--- src/rtl/load_align_queue_if.sv ---
// Handshake bundle between the M-stage load path, the data-memory response and writeback
// for load_align_queue. The master side is the pipeline/memory, the slave side is the queue.
interface load_align_queue_if #(
    parameter int DEPTH = 4,
    parameter int TAG_W = 5
);
    localparam int CNT_W = $clog2(DEPTH + 1);

    logic             req_valid;
    logic             req_ready;
    logic [2:0]       req_op;
    logic [1:0]       req_off;
    logic [31:0]      req_rt;
    logic [TAG_W-1:0] req_tag;

    logic             rsp_valid;
    logic [31:0]      rsp_data;

    logic             out_valid;
    logic             out_ready;
    logic [31:0]      out_data;
    logic [TAG_W-1:0] out_tag;
    logic             out_err;
    logic [CNT_W-1:0] occupancy;

    modport master (
        output req_valid, req_op, req_off, req_rt, req_tag,
        output rsp_valid, rsp_data,
        output out_ready,
        input  req_ready, out_valid, out_data, out_tag, out_err, occupancy
    );

    modport slave (
        input  req_valid, req_op, req_off, req_rt, req_tag,
        input  rsp_valid, rsp_data,
        input  out_ready,
        output req_ready, out_valid, out_data, out_tag, out_err, occupancy
    );
endinterface

--- src/rtl/load_align_queue.sv ---
// In-order load-result queue: matches variable-latency memory responses to tracked loads,
// extracts/extends/merges the result and drops responses belonging to flushed loads.
module load_align_queue #(
    parameter int DEPTH      = 4,
    parameter int TAG_W      = 5,
    parameter int BIG_ENDIAN = 1,
    parameter int LWLR_EN    = 1
) (
    input  logic               clk,
    input  logic               resetn,
    input  logic               flush,
    load_align_queue_if.slave  bus
);
    localparam int PTR_W  = $clog2(DEPTH);
    localparam int CNT_W  = $clog2(DEPTH + 1);
    localparam int DROP_W = CNT_W + 1;

    localparam logic [2:0] OP_LB  = 3'd0;
    localparam logic [2:0] OP_LBU = 3'd1;
    localparam logic [2:0] OP_LH  = 3'd2;
    localparam logic [2:0] OP_LHU = 3'd3;
    localparam logic [2:0] OP_LW  = 3'd4;
    localparam logic [2:0] OP_LWL = 3'd5;
    localparam logic [2:0] OP_LWR = 3'd6;

    logic [DEPTH-1:0]  r_valid;
    logic [DEPTH-1:0]  r_ok;
    logic [DEPTH-1:0]  r_err;
    logic [2:0]        r_op   [DEPTH];
    logic [1:0]        r_off  [DEPTH];
    logic [31:0]       r_rt   [DEPTH];
    logic [31:0]       r_data [DEPTH];
    logic [TAG_W-1:0]  r_tag  [DEPTH];
    logic [PTR_W-1:0]  r_head;
    logic [PTR_W-1:0]  r_tail;
    logic [CNT_W-1:0]  r_count;
    logic [DROP_W-1:0] r_drop;

    logic              w_full;
    logic              w_push;
    logic              w_pop;
    logic [2:0]        w_req_op;
    logic              w_req_err;
    logic              w_await_found;
    logic [PTR_W-1:0]  w_await_idx;
    logic [CNT_W-1:0]  w_await_cnt;
    logic              w_rsp_drop;
    logic              w_rsp_take;
    logic [DROP_W-1:0] w_drop_next;

    assign w_full        = (r_count == CNT_W'(DEPTH));
    assign bus.req_ready = ~w_full & ~flush;
    assign w_push        = bus.req_valid & bus.req_ready;
    assign w_pop         = bus.out_valid & bus.out_ready;

    // Reserved op 7, and LWL/LWR when unsupported, are stored as plain LW.
    always_comb begin
        // NOTE: every always_comb output gets a default first so no path can infer a latch.
        w_req_op = bus.req_op;
        if (bus.req_op == 3'd7 ||
            (LWLR_EN == 0 && (bus.req_op == OP_LWL || bus.req_op == OP_LWR)))
            w_req_op = OP_LW;
        w_req_err = ((w_req_op == OP_LH || w_req_op == OP_LHU) && bus.req_off[0]) ||
                    (w_req_op == OP_LW && bus.req_off != 2'd0);
    end

    // Walk from the head so the first hit is the oldest entry still waiting for memory.
    always_comb begin
        w_await_found = 1'b0;
        w_await_idx   = '0;
        w_await_cnt   = '0;
        for (int i = 0; i < DEPTH; i++) begin
            if (r_valid[r_head + PTR_W'(i)] && !r_err[r_head + PTR_W'(i)] &&
                !r_ok[r_head + PTR_W'(i)]) begin
                w_await_cnt = w_await_cnt + CNT_W'(1);
                if (!w_await_found) begin
                    w_await_found = 1'b1;
                    w_await_idx   = r_head + PTR_W'(i);
                end
            end
        end
    end

    assign w_rsp_drop = bus.rsp_valid & (r_drop != '0);
    assign w_rsp_take = bus.rsp_valid & ~w_rsp_drop & w_await_found;

    // A response consumed in the flush cycle no longer counts as awaiting.
    always_comb begin
        w_drop_next = r_drop - DROP_W'(w_rsp_drop);
        if (flush)
            w_drop_next = w_drop_next + DROP_W'(w_await_cnt) - DROP_W'(w_rsp_take);
    end

    // NOTE: payload storage is deliberately not reset; r_valid/r_ok gate every use of it.
    always_ff @(posedge clk) begin
        if (w_push) begin
            r_op[r_tail]  <= w_req_op;
            r_off[r_tail] <= bus.req_off;
            r_rt[r_tail]  <= bus.req_rt;
            r_tag[r_tail] <= bus.req_tag;
        end
        if (w_rsp_take)
            r_data[w_await_idx] <= bus.rsp_data;
    end

    always_ff @(posedge clk) begin
        // NOTE: sequential state uses non-blocking assignments so all registers update together.
        if (!resetn) begin
            r_valid <= '0;
            r_ok    <= '0;
            r_err   <= '0;
            r_head  <= '0;
            r_tail  <= '0;
            r_count <= '0;
            r_drop  <= '0;
        end else if (flush) begin
            r_valid <= '0;
            r_ok    <= '0;
            r_err   <= '0;
            r_head  <= '0;
            r_tail  <= '0;
            r_count <= '0;
            r_drop  <= w_drop_next;
        end else begin
            if (w_push) begin
                r_valid[r_tail] <= 1'b1;
                r_ok[r_tail]    <= 1'b0;
                r_err[r_tail]   <= w_req_err;
                r_tail          <= r_tail + PTR_W'(1);
            end
            if (w_rsp_take)
                r_ok[w_await_idx] <= 1'b1;
            if (w_pop) begin
                r_valid[r_head] <= 1'b0;
                r_head          <= r_head + PTR_W'(1);
            end
            case ({w_push, w_pop})
                2'b10:   r_count <= r_count + CNT_W'(1);
                2'b01:   r_count <= r_count - CNT_W'(1);
                default: r_count <= r_count;
            endcase
            r_drop <= w_drop_next;
        end
    end

    logic [31:0] w_mem;
    logic [31:0] w_rt;
    logic [1:0]  w_k;
    logic        w_hsel;
    logic [7:0]  w_byte;
    logic [15:0] w_half;
    logic [31:0] w_result;
    logic        w_head_valid;

    assign w_head_valid = r_valid[r_head];
    assign w_mem        = r_data[r_head];
    assign w_rt         = r_rt[r_head];
    // k is the byte position in big-endian numbering: 0 is bits [31:24].
    assign w_k          = (BIG_ENDIAN != 0) ? r_off[r_head] : ~r_off[r_head];
    assign w_hsel       = w_k[1];

    always_comb begin
        w_byte = w_mem[7:0];
        case (w_k)
            2'd0:    w_byte = w_mem[31:24];
            2'd1:    w_byte = w_mem[23:16];
            2'd2:    w_byte = w_mem[15:8];
            default: w_byte = w_mem[7:0];
        endcase
        w_half = w_hsel ? w_mem[15:0] : w_mem[31:16];

        w_result = w_mem;
        case (r_op[r_head])
            OP_LB:  w_result = {{24{w_byte[7]}}, w_byte};
            OP_LBU: w_result = {24'd0, w_byte};
            OP_LH:  w_result = {{16{w_half[15]}}, w_half};
            OP_LHU: w_result = {16'd0, w_half};
            OP_LWL: begin
                case (w_k)
                    2'd0:    w_result = w_mem;
                    2'd1:    w_result = {w_mem[23:0], w_rt[7:0]};
                    2'd2:    w_result = {w_mem[15:0], w_rt[15:0]};
                    default: w_result = {w_mem[7:0],  w_rt[23:0]};
                endcase
            end
            OP_LWR: begin
                case (w_k)
                    2'd0:    w_result = {w_rt[31:8],  w_mem[31:24]};
                    2'd1:    w_result = {w_rt[31:16], w_mem[31:16]};
                    2'd2:    w_result = {w_rt[31:24], w_mem[31:8]};
                    default: w_result = w_mem;
                endcase
            end
            default: w_result = w_mem;
        endcase
    end

    assign bus.out_valid = w_head_valid & (r_err[r_head] | r_ok[r_head]);
    assign bus.out_err   = w_head_valid & r_err[r_head];
    assign bus.out_tag   = w_head_valid ? r_tag[r_head] : '0;
    assign bus.out_data  = (bus.out_valid && !r_err[r_head]) ? w_result : 32'd0;
    assign bus.occupancy = r_count;
endmodule
--- src/flat_wrapper.sv ---
// flat-port wrapper written by rule: the top's interface ports become plain ports
module load_align_queue_flat 
#(
    parameter int DEPTH      = 4,
    parameter int TAG_W      = 5,
    parameter int BIG_ENDIAN = 1,
    parameter int LWLR_EN    = 1
)
  (clk, resetn, flush, bus_req_valid, bus_req_op, bus_req_off, bus_req_rt, bus_req_tag, bus_rsp_valid, bus_rsp_data, bus_out_ready, bus_req_ready, bus_out_valid, bus_out_data, bus_out_tag, bus_out_err, bus_occupancy);
  load_align_queue_if #(.DEPTH(DEPTH), .TAG_W(TAG_W)) bus_i ();
  input  logic clk;
  input  logic resetn;
  input  logic flush;
  input wire logic [$bits(bus_i.req_valid)-1:0] bus_req_valid;
  input wire logic [$bits(bus_i.req_op)-1:0] bus_req_op;
  input wire logic [$bits(bus_i.req_off)-1:0] bus_req_off;
  input wire logic [$bits(bus_i.req_rt)-1:0] bus_req_rt;
  input wire logic [$bits(bus_i.req_tag)-1:0] bus_req_tag;
  input wire logic [$bits(bus_i.rsp_valid)-1:0] bus_rsp_valid;
  input wire logic [$bits(bus_i.rsp_data)-1:0] bus_rsp_data;
  input wire logic [$bits(bus_i.out_ready)-1:0] bus_out_ready;
  output wire logic [$bits(bus_i.req_ready)-1:0] bus_req_ready;
  output wire logic [$bits(bus_i.out_valid)-1:0] bus_out_valid;
  output wire logic [$bits(bus_i.out_data)-1:0] bus_out_data;
  output wire logic [$bits(bus_i.out_tag)-1:0] bus_out_tag;
  output wire logic [$bits(bus_i.out_err)-1:0] bus_out_err;
  output wire logic [$bits(bus_i.occupancy)-1:0] bus_occupancy;
  assign bus_i.req_valid = bus_req_valid;
  assign bus_i.req_op = bus_req_op;
  assign bus_i.req_off = bus_req_off;
  assign bus_i.req_rt = bus_req_rt;
  assign bus_i.req_tag = bus_req_tag;
  assign bus_i.rsp_valid = bus_rsp_valid;
  assign bus_i.rsp_data = bus_rsp_data;
  assign bus_i.out_ready = bus_out_ready;
  assign bus_req_ready = bus_i.req_ready;
  assign bus_out_valid = bus_i.out_valid;
  assign bus_out_data = bus_i.out_data;
  assign bus_out_tag = bus_i.out_tag;
  assign bus_out_err = bus_i.out_err;
  assign bus_occupancy = bus_i.occupancy;
  load_align_queue #(.DEPTH(DEPTH), .TAG_W(TAG_W), .BIG_ENDIAN(BIG_ENDIAN), .LWLR_EN(LWLR_EN)) u_core (.clk(clk), .resetn(resetn), .flush(flush), .bus(bus_i));
endmodule
--- config.mk ---
export PLATFORM = sky130hd
export DESIGN_NAME = load_align_queue_flat
export DESIGN_NICKNAME = d
export VERILOG_FILES = /design/src/rtl/load_align_queue_if.sv /design/src/rtl/load_align_queue.sv /design/src/flat_wrapper.sv
export SDC_FILE = /design/constraint.sdc
export NUM_CORES = 1
export LEC_CHECK = 0
export CAP_MARGIN = 10
export CORE_UTILIZATION = 25
export CTS_CLUSTER_SIZE = 8
export DETAILED_ROUTE_END_ITERATION = 12
export MAX_ROUTING_LAYER = met4
export PLACE_DENSITY = 0.47
export SLEW_MARGIN = 30
export SYNTH_ARGS = -nofsm -noshare
export SYNTH_HDL_FRONTEND = slang
export SYNTH_SLANG_ARGS = --single-unit
export TNS_END_PERCENT = 30
--- constraint.sdc ---
create_clock -name clk -period 5 [get_ports clk]
set_clock_uncertainty 0.1 [all_clocks]
set_input_delay 1 -clock clk [delete_from_list [all_inputs] [get_ports clk]]
set_output_delay 1 -clock clk [all_outputs]
set_load 0.02 [all_outputs]
Yosys cells after proc, flatten, opt, wreduce, memory -nomap -nowiden
Memories as Yosys holds them, arrays and structs flattened. A register that Yosys moved wholly into a read port is not among the register bits.
Index checks and enable logic that the tools add are counted.
Word-level totals
  memories: 5
  memory bits (writable): 296
  input port bits: 80
  logic and storage cells: 174
  output and inout port bits: 43
  register bits: 23
Operators by class
  magnitude comparators: 9
  bitwise operators: 19
  $add $sub $neg: 12
  reduce and logical (&&, ||, !) cells: 30
  multiplexer cells: 78
  equal/unequal tests: 14
Memories
  u_core.r_data: depth 4, bits a word 32, read ports 1, clocked after memory_dff 1, wr ports 1, RTL line load_align_queue.sv:32  | logic [31:0] r_data [DEPTH];
  u_core.r_rt: depth 4, bits a word 32, read ports 1, clocked after memory_dff 1, wr ports 1, RTL line load_align_queue.sv:31  | logic [31:0] r_rt [DEPTH];
  u_core.r_tag: depth 4, bits a word 5, read ports 1, clocked after memory_dff 1, wr ports 1, RTL line load_align_queue.sv:33  | logic [TAG_W-1:0] r_tag [DEPTH];
  u_core.r_op: depth 4, bits a word 3, read ports 1, clocked after memory_dff 1, wr ports 1, RTL line load_align_queue.sv:29  | logic [2:0] r_op [DEPTH];
  u_core.r_off: depth 4, bits a word 2, read ports 1, clocked after memory_dff 1, wr ports 1, RTL line load_align_queue.sv:30  | logic [1:0] r_off [DEPTH];
Operators with widths (count)
  $pmux W32 S3: 2
  $pmux W32 S6: 1
  $mux W4: 9
  $mux W2: 17
  $mux W32: 1
  $bmux W1 S2: 12
  $mux W1: 24
  $pmux W8 S3: 1
  $lt A2 B3 Y1 const B: 6
  $mux W16: 1
  $eq A3 B3 Y1 const B: 5
  $logic_and A1 B1 Y1: 14
  $eq A3 B2 Y1 const B: 4
  $mux W3: 4
  $add A3 B1 Y3 const B: 3
  $and A1 B1 Y1: 8
  $and A4 B4 Y4: 2
  $logic_not A1 Y1: 8
  $not A4 Y4: 2
  $or A4 B4 Y4: 2
  $sub A4 B1 Y4: 2
  $demux W1 S2: 3
  $ge A2 B1 Y1 const B: 3
  $pmux W3 S2: 1
  other kinds (18): 27

Depth between registers and ports, before layout
  depth in word-level cells: 18
  gate-level depth with buffers: 19

Worst setup path before layout
No wires, ideal clock.
  kind: register to register
  start: register u_core.r_head[0]
  end: memory u_core.r_data[0][0] (enable)
  buffers on the path: 0
  data arrival time: 3.769 ns
  slack: 0.710 ns
  setup time: 0.421 ns
  stages on the path, launching flop included: 10
  cells stage by stage: dfxtp_1 > mux4_1 > or3b_1 > inv_1 > ha_1 > a21oi_1 > a211o_1 > o31a_1 > a21bo_2 > nor2_1
On the way
  cells in the longest elaborated chain, start to end: 12
  elaborated cells between the ends (all ways): 57
  those cells by class: add/sub (3); mux (37); bitwise (1); reduce/logical (16)
RTL lines
  from (decl): RTL line load_align_queue.sv:34  | logic [PTR_W-1:0] r_head;
  from (signal assigned): RTL line load_align_queue.sv:135  | r_head <= r_head + PTR_W'(1);
  $add A2 B1 Y2 or $bmux W1 S2 (tied branches): RTL line load_align_queue.sv:73, load_align_queue.sv:74, load_align_queue.sv:78
  $bmux W1 S2 or $mux W1 (tied branches): RTL line load_align_queue.sv:73  | if (r_valid[r_head + PTR_W'(i)] && !r_err[r_head + PTR_W'(i)] &&
  $mux W1 (not written as such) or $logic_not A1 Y1 (tied branches): RTL line load_align_queue.sv:73
  $logic_not A1 Y1 or $logic_and A1 B1 Y1 (tied branches): RTL line load_align_queue.sv:73
  $logic_and A1 B1 Y1: RTL line load_align_queue.sv:73
  $logic_and A1 B1 Y1, or another cell as far along: RTL line load_align_queue.sv:73
  $mux W1 or $mux W2 (tied branches): RTL line load_align_queue.sv:73, load_align_queue.sv:76
  $mux W1 or $mux W2 (tied branches): RTL line load_align_queue.sv:73
  $mux W1 or $mux W2 (tied branches): RTL line load_align_queue.sv:73, load_align_queue.sv:76
  $and A1 B1 Y1 or $mux W2 (tied branches): RTL line load_align_queue.sv:85, load_align_queue.sv:73
  $mux W1 or $mux W2 (tied branches): RTL line load_align_queue.sv:102, load_align_queue.sv:76
  $mux W1 (not written as such) or $mux W2 (tied branches): RTL line load_align_queue.sv:103, load_align_queue.sv:73
  to (decl): RTL line load_align_queue.sv:32
Several ways; a longest one is shown, not always the timed one. The select of a mux whose other input is x is not followed.

==> impl_metrics.json <==
{
  "final_layout_size_suffix_gt1_share_pct": 18.51,
  "design_area_sq_um": 18570,
  "worstSkewPairLatency_ns": 0.57,
  "arrival_ns": 3.83,
  "rows": 89,
  "die_w_um": 246.1,
  "vdd_drop_max_v": 0.0002173,
  "wl_per_cell_um": 21.79,
  "p_int_mw": 4.960,
  "synth-compound-area-share_pct": 8.997,
  "core_area_sq_um": 58910,
  "io_pins": 123,
  "syn-cell-area_sq_um": 14890,
  "via_per_inst": 4.769,
  "critPathMaxStageDelay_ns": 0.62,
  "grt.total_usage_pct": 14.16,
  "start_kind": "flop",
  "antenna_found_initial": 4,
  "power.share.clock_pct": 44.4,
  "cts_tree": "built",
  "syn_nets": 1078,
  "min_path_type": "reg2reg",
  "grt_pass1_wl_um": 61300,
  "switching_share_pct": 22.45,
  "p_switching_mw": 1.436,
  "slew_headroom_pct": 54.51,
  "placed_cells": 1845,
  "clkTransAtPathRegs_ns": 0.05,
  "period_share_pct": 98.61,
  "async_flop_share_pct": 0,
  "syn_inst": 973,
  "worst_slew_pin_slew_ns": 0.6824,
  "ff2ff_setup_slack_ns": 0.72,
  "cts_buffer_depth": 3,
  "synth_warnings": 0,
  "htreeDepth": 2,
  "pwr-share-comb_pct": 8.7,
  "finalHoldViolCount": 0,
  "cp-end-kind": "primary output",
  "clock-sinks": 321,
  "hpwl_um": 28800,
  "synth_top_family_by_area": "multiplexers",
  "rsz0062_at_grt": "true",
  "placed_area_sq_um": 17080,
  "vias": 9194,
  "clock.fmax_mhz": 202.8,
  "synth_cell_types": 67,
  "pwr_density_cell_nw_per_um2": 344.4,
  "routabilityCongestion": 0.8769,
  "synthMuxAreaShare_pct": 15.98,
  "overflow": 0,
  "critPathSlowestCell": "clkdlybuf4s50_1",
  "start_util_pct": 25.28,
  "worstSetupPathType": "reg2out",
  "synth_seq_cells": 321,
  "finalCriticalPeriod_ns": 4.930,
  "utilization_pct": 31.53,
  "status": "finished, final reports clean",
  "synth_fa_ha_area_share_pct": 2.201,
  "ant_nets": 0,
  "ys_seq_area_share_pct": 63.04,
  "wirelength_um": 42010,
  "total_power_mw": 6.396,
  "cts_buffers": 46,
  "die_area_sq_um": 60560,
  "grt_pass1_vias": 9423,
  "synth_edf_count": 296,
  "route.detailed.drc": 0,
  "drtIter0Drc": 674,
  "p_seq_share_pct": 47.0,
  "required_ns": 3.90,
  "drt-pass1-iter-count": 7,
  "setup_viol": 0,
  "syn_to_final_growth_pct": 24.70,
  "fill_cells": 5783,
  "syn_area_per_cell_sq_um": 15.31,
  "portBuffers": 122,
  "critical_path.cell_chain": "buf_4, mux4_2, mux2_2, nand2_1, o21ai_1, a21boi_4, a41oi_1, clkdlybuf4s50_1",
  "nNetsFinal": 1238,
  "cts_root_buf": "clkbuf_16",
  "die_h_um": 246.1,
  "synthFlopType": "edfxtp_1",
  "drv_cap": 0,
  "fin_cells": 1928,
  "yosys.area_share.simple_pct": 5.838,
  "grt_max_degree": 62,
  "cp_max_fo": 16,
  "drv_slew": 0,
  "synth_xor_area_share_pct": 0.7056,
  "power_leakage_nw": 6.103
}
==> power by group through the flow <==
stage	sequential [mW]	combinational, mW	clock, mW
finish	3.00	0.554	2.84
global route	3.01	0.615	3.03
CTS	3.00	0.554	2.94
detailed placement	3.05	0.547	0
global placement	3.05	0.545	0
floorplan	3.05	0.337	0
==> Yosys cell counts, types with 10 or more instances <==
cell type  instances  area, sq um
edfxtp_1         296         8889
mux4_2            80         1802
nand2_1           68        255.2
a21oi_1           66        330.3
o21ai_0           65        325.3
mux2i_1           47        470.5
nor2_1            34        127.6
dfxtp_1           25        500.5
inv_1             24        90.09
ha_1              23        287.8
clkbuf_1          22        82.58
buf_2             20        100.1
a31oi_1           18        112.6
and2_1            15        93.84
o221ai_1          10        87.58
==> flip-flops by register name, summed over array words and instances, names as in the netlist, named ones only <==
name and flops:
u_core.r_tag 20, u_core.bus.occupancy 3, u_core.r_tail 2, u_core.r_err 4, u_core.r_drop 4, u_core.r_data 128, u_core.r_valid 4, u_core.r_off 8
u_core.r_rt 128, u_core.r_ok 4, u_core.r_op 12, u_core.r_head 2
==> logic make-up after synthesis <==
family                     count (synthesis)
adders and majority gates                 25
buffers and inverters                     87
xor gates and xnor gates                  12
and+or+nand+nor                          174
muxes                                    135
DFF                                      321
AOI/OAI and AO/OA                        219
==> worst max-delay path, delay by kind of cell (launching register included) <==
kind / cells / cell delay, ns
AO/OA/AOI/OAI: 3 / 0.86
buffers and inverters: 2 / 0.90
flip-flops: 1 / 0.50
multiplexers: 2 / 0.91
AND/OR/NAND/NOR: 1 / 0.08
==> layer usage <==
metal,routed length (um),GRT usage (%),up-vias
met5,0,-,-
met4,1260,5.499,0
met3,2522,2.996,65
met2,20200,22.62,289
met1,18030,17.49,4668
li1,-,-,4172
==> repair_timing <==
action,in CTS,in global routing
endpoints found under the hold margin,0,0
hold buffers,0,0
cloned,0,1
resized for setup,6,17
setup buffers,0,12
setup endpoints to repair,14,24
==> layout make-up <==
cell class / count / area (sq um) / share of cell area (%)
diodes: 4 / 10.01 / 0.05389
clock buffers: 62 / 1211 / 6.521
clock inverters: 4 / 88.84 / 0.4783
inverters: 25 / 93.84 / 0.5053
multi-input cells: 566 / 5115 / 27.54
flip-flops and latches: 321 / 9398 / 50.60
well taps: 773 / 967.2 / 5.207
repair buffers: 173 / 1689 / 9.095
==> through the flow <==
| step | hold slack [ns] | setup TNS, ns | worst slack (ns) |
|---|---|---|---|
| global placement | 0.3981 | 0 | 0.4815 |
| global route | 0.4496 | -0.04702 | -0.03165 |
| detailed placement | 0.4108 | 0 | 0.4308 |
| finish | 0.4200 | 0 | 0.06972 |
| floorplan | 0.3734 | 0 | 0.7103 |
| CTS | 0.4248 | 0 | 0.007565 |
==> final timing paths <==
kind                                                to                            startpoint  cells past startpoint
setup / recovery                      bus_out_data[14]                                  flop                      8
hold / removal    u_core.bus.occupancy[2]$_SDFFE_PP0P_  u_core.bus.occupancy[2]$_SDFFE_PP0P_                      2
setup reg to reg           u_core.r_drop[3]$_SDFF_PN0_         u_core.r_head[0]$_SDFFE_PP0P_                     15
hold reg to reg   u_core.bus.occupancy[2]$_SDFFE_PP0P_  u_core.bus.occupancy[2]$_SDFFE_PP0P_                      2
==> cell usage in the layout (no fill, tap or decap), drive strengths merged, types with 25 or more instances in the layout <==
master	count
buf	51
mux4	82
o21ai	70
clkbuf	62
inv	26
a21oi	68
edfxtp	296
nand2	68
nor2	34
dfxtp	25
mux2i	48
clkdlybuf4s50	111
Note: power is estimated with default switching activity, not from simulation.
